## config.mk

```make
export PLATFORM = sky130hd
export DESIGN_NAME = ascii_dec_accum
export DESIGN_NICKNAME = d
export VERILOG_FILES = /design/src/rtl/seq_num_checker_pkg.sv /design/src/rtl/seq_num_checker_ascii_dec_accum.sv
export SDC_FILE = /design/constraint.sdc
export NUM_CORES = 1
export LEC_CHECK = 0
export ABC_AREA = 1
export CAP_MARGIN = 30
export CELL_PAD_IN_SITES_DETAIL_PLACEMENT = 0
export CELL_PAD_IN_SITES_GLOBAL_PLACEMENT = 1
export CORE_MARGIN = 2
export CORE_UTILIZATION = 50
export CTS_CLUSTER_DIAMETER = 200
export CTS_CLUSTER_SIZE = 14
export DETAILED_ROUTE_END_ITERATION = 10
export DONT_BUFFER_PORTS = 1
export GPL_ROUTABILITY_DRIVEN = 0
export PLACE_DENSITY = 0.86
export SLEW_MARGIN = 40
export SYNTH_ARGS = -nofsm -noshare
export SYNTH_HDL_FRONTEND = slang
export SYNTH_SLANG_ARGS = --single-unit
```

## constraint.sdc

```tcl
create_clock -name clk -period 8.5 [get_ports clk]
set_clock_uncertainty 0.15 [all_clocks]
set_input_delay 0.85 -clock clk [delete_from_list [all_inputs] [get_ports clk]]
set_output_delay 0.85 -clock clk [all_outputs]
set_load 0.005 [all_outputs]
```

## src/rtl/seq_num_checker_pkg.sv

```systemverilog
// Shared constants and FSM encoding for the MsgSeqNum (tag 34) checker.
package seq_num_checker_pkg;

    // Default width of the host index into the generator counter memory.
    localparam int HOST_ADDR_WIDTH = 4;

    // Classification codes consumed by the session manager.
    localparam logic [2:0] RESULT_IN_ORDER    = 3'd0;
    localparam logic [2:0] RESULT_GAP         = 3'd1;
    localparam logic [2:0] RESULT_LOW         = 3'd2;
    localparam logic [2:0] RESULT_LOW_POSSDUP = 3'd3;
    localparam logic [2:0] RESULT_MALFORMED   = 3'd4;

    // Valid decimal digit range of a value byte.
    localparam logic [7:0] ASCII_ZERO = 8'h30;
    localparam logic [7:0] ASCII_NINE = 8'h39;

    typedef enum logic [2:0] {
        ST_IDLE     = 3'd0,
        ST_ACCUM    = 3'd1,
        ST_WAIT_EXP = 3'd2,
        ST_COMPARE  = 3'd3,
        ST_REPORT   = 3'd4
    } state_t;

endpackage

```

## src/rtl/seq_num_checker_ascii_dec_accum.sv

```systemverilog
// ASCII decimal accumulator: turns a stream of value bytes into a binary
// number, counting digits and raising a sticky error on any malformed input.
module ascii_dec_accum
    import seq_num_checker_pkg::*;
#(
    parameter int SEQ_WIDTH  = 32,
    parameter int MAX_DIGITS = 10,
    parameter int CNT_WIDTH  = 4
) (
    input  logic                 clk,
    input  logic                 rst,
    input  logic                 clear,
    input  logic                 load,
    input  logic [7:0]           digit,
    input  logic                 last,
    output logic [SEQ_WIDTH-1:0] acc,
    output logic [CNT_WIDTH-1:0] count,
    output logic                 err
);

    // Four spare bits are enough to hold 10 * (2^SEQ_WIDTH - 1) + 9.
    localparam int AW = SEQ_WIDTH + 4;

    logic [AW-1:0] acc_wide;
    logic [AW-1:0] acc_next;
    logic [3:0]    dval;
    logic          is_digit;
    logic          too_many;
    logic          overflow;
    logic          lead_zero;
    logic          zero_val;
    logic          byte_err;

    // Next accumulator value and every reason the incoming byte is unacceptable.
    always_comb begin
        acc_wide  = {4'b0000, acc};
        is_digit  = (digit >= ASCII_ZERO) && (digit <= ASCII_NINE);
        dval      = is_digit ? 4'(digit - ASCII_ZERO) : 4'd0;
        acc_next  = (acc_wide << 3) + (acc_wide << 1) + AW'(dval);
        too_many  = count >= CNT_WIDTH'(MAX_DIGITS);
        overflow  = |acc_next[AW-1:SEQ_WIDTH];
        // A nonzero digit count with a zero accumulator means the value began with '0'.
        lead_zero = (count != '0) && (acc == '0);
        zero_val  = last && (acc_next == '0);
        byte_err  = !is_digit || too_many || overflow || lead_zero || zero_val;
    end

    // Accumulate while clean; once the error flag is set the value freezes
    // but the digit count keeps running (saturating).
    always_ff @(posedge clk or negedge rst) begin
        if (!rst) begin
            acc   <= '0;
            count <= '0;
            err   <= 1'b0;
        end else if (clear) begin
            acc   <= '0;
            count <= '0;
            err   <= 1'b0;
        end else if (load) begin
            if (count != '1) begin
                count <= count + CNT_WIDTH'(1);
            end
            if (!err && !byte_err) begin
                acc <= acc_next[SEQ_WIDTH-1:0];
            end else begin
                err <= 1'b1;
            end
        end
    end

endmodule

```

==> key figures <==
Synthesis
  – Synth area leaders: nand2_1, dfrtp_1, ha_1, inv_1, nand3_2
  – Seq/Total Area, Yosys: 17.75%
  – Top-count cell post-synth: nand2_1
  – Synth warn: 0
  – Post-synth EDFFs: 0
  – Syn Nets: 915
  – Post-synth top cells: nand2_1, inv_1, nor2_1, ha_1, nand4_1
  – Post-synth top area share: 20.87%
  – Cell accounting for the most synthesized area: nand2_1
  – Synth Register Bits: 37
  – Synth cell types: 32
  – Synth Instances: 834
  – Mapped cell area: 5215 sq um
  – Main synth FF type: dfrtp_1
  – Syn avg cell area: 6.253 sq um
  – FFs w/ async S/R, synth: 100.0%

Setup path
  – CP max stage cell: fa_1
  – CP Cell Sequence: nor3_1 > nand2_1 > nor2_1 > ha_1 > ha_1 > fa_1 > nand2_1 > nand2_2 > nand3_1 > nand2_1 > nand2_1 > nand2_1 > nand2_1 > nand2_1 > nand2_1 > nand2_1 > nand2_1 > nand3_2 > nor2_8 > nand2_8 > nand3_1 > nand2_1
  – Worst path max stage delay: 450 ps
  – Startpoint types: input pin
  – Critical path type: in -> reg
  – WP data arrival: 4410 ps
  – Most frequent cell on the critical path: nand2_1
  – Critical Path End Type: flip-flop
  – CP Data Required Time: 8530 ps
  – Crit-path max FO: 33

Timing
  – Setup TNS: 0 ps
  – Worst-Margin Slew: 816.6 ps
  – Max-slew violation count: 0
  – Fin crit share: 51.55%
  – Hold Vio Cnt, Final: 0
  – Min Tclk post-route: 4382 ps
  – Fmax: 228.2 MHz
  – Count of final setup violators: 0
  – Slew headroom: 45.56%
  – RSZ-0062 raised after global routing: no
  – Final setup margin: 4118 ps

Route
  – DR vias: 5296
  – Routed wl met2: 7.156 mm
  – Iteration-0 DRC count of the detailed router: 347
  – Drt wl/cell: 15.90 um
  – Detail Route met3 WL: 663 um
  – Met1 WL: 6.770 mm
  – Highest metal used: met4
  – DRT antenna net count: 0
  – Vias per inst: 5.505
  – DRC violation count after routing: 0
  – Total Routed Length: 15.30 mm
  – DR pass1 iterations: 6

Place
  – DP HPWL: 12.47 mm
  – Setup WS pre-CTS: 3868 ps
  – IO Port Bufs: 0

Hold path
  – Worst Hold Class: in -> async

Clocking
  – CTS tree: built
  – Number of buffers created by CTS: 5
  – Clk_lat worst skew: 290 ps
  – H-tree depth: 2
  – Clock Path Buffers: 2
  – Post-CTS sizing: 0
  – Clock-pin slew on the worst setup and hold paths: 80 ps
  – Buffer count from post-CTS setup fixing: 0
  – Clock Sinks: 37
  – Root buffer cell: clkbuf_8
  – # hold bufs at CTS: 0

Power
  – Peak supply drop: 0.06824 mV
  – Leak pwr: 3.279 nW
  – Power Density: 61.74 nW/um^2

Global route
  – Vias in the first global route: 5107
  – Initial antenna violation count: 0
  – Total gr overflow: 0
  – GRT Total Usage: 28.08%
  – First-pass GRT wire length: 25.30 mm
  – Largest net degree at the start of global routing: 69

Floorplan
  – Die area: 11260 sq um
  – Die height: 106.1 um
  – # IOs: 50
  – Cell row count: 37
  – Die W: 106.1 um
  – Core Footprint: 10230 sq um
  – Initial Utilization: 50.97%

Layout
  – Final nets: 907
  – Number of fill cells: 1112
  – Area growth syn-to-layout: 2.591%
  – Ant diodes: 0
  – Layout cells sized above 1: 8.475%

Run
  – Total of max-cap violations: 0

Status
  – Status: finished, final reports clean
-- logic make-up after synthesis --
| logic type | Yosys count | share of synthesized area [%] |
|---|---|---|
| AOI/OAI and AO/OA | 46 | 4.895 |
| DFF | 37 | 17.75 |
| adders and majority gates | 68 | 16.60 |
| xor gates and xnor gates | 2 | 0.3360 |
| and+or+nand+nor | 525 | 47.86 |
| buffers and inverters | 156 | 12.55 |
-- power breakdown --
group          switching (mW)  leakage (nW)  internal (mW)  total [mW]
clock                  0.0621        0.0443         0.0644       0.127
sequential            0.00249         0.513          0.178       0.180
combinational          0.0174          2.72        0.00607      0.0235
total                  0.0821          3.28          0.248       0.330
-- cell usage in the layout, fill, tap and decap left out, types with 8 or more instances in the layout --
master | Yosys | final
o21ai_0 | 10 | 10
nand3b_1 | 10 | 10
inv_2 | 8 | 8
inv_1 | 131 | 131
dfrtp_1 | 37 | 37
nand4_1 | 44 | 44
nand3_1 | 43 | 43
a21oi_1 | 27 | 27
nor3_1 | 15 | 15
nor2_1 | 68 | 68
ha_1 | 66 | 66
nand3_2 | 35 | 35
nand2_1 | 290 | 290
-- final cells by class --
type / count / area (sq um) / share of cell area (%)
multi-input combinational: 641 / 3635 / 67.94
sequential: 37 / 925.9 / 17.31
inverter: 140 / 525.5 / 9.822
tap: 136 / 170.2 / 3.181
clock buffer: 7 / 86.33 / 1.614
timing repair buffer: 1 / 7.507 / 0.1403
-- worst max-delay path, delay by kind of cell --
family / cells / cell delay (ps)
adders and majority gates: 3 / 930
and+or+nand+nor: 19 / 2610
-- registers in the layout (all words and copies together), names as in the netlist --
register and cells:
acc 32, count 4, err 1
-- path summary, 6_finish.rpt --
| path | depth (start not counted) | from | end | slack, ps |
|---|---|---|---|---|
| worst max-delay path | 22 | digit[7] | acc[9] | 4120 |
| worst min-delay path | 0 | rst | acc[17] | 100 |
| worst max register to register | 20 | acc[0] | acc[9] | 4560 |
| worst min register to register | 2 | err | err | 420 |
| max in group asynchronous | 0 | rst | acc[6] | 8020 |
| min in group clk | 2 | err | err | 420 |
-- metal layers --
metal / global-route usage (%) / vias up
met5: 0 / -
met4: 12.69 / 0
met3: 2.882 / 40
met2: 47.30 / 169
met1: 36.26 / 2425
li1: - / 2662
-- through the flow --
step	std cells	hold WS (ps)	util (%)	total power [mW]	cell area (sq um)
CTS	962	90.12	52.29	0.3322	5350
detailed placement	955	405.0	51.45	0.2069	5264
global route	962	86.35	52.29	0.3416	5350
global placement	955	404.3	51.45	0.2063	5264
floorplan	834	362.7	-	0.2036	5215
finish	962	95.33	52.29	0.3303	5350
Note: power is estimated with default switching activity, not from simulation.
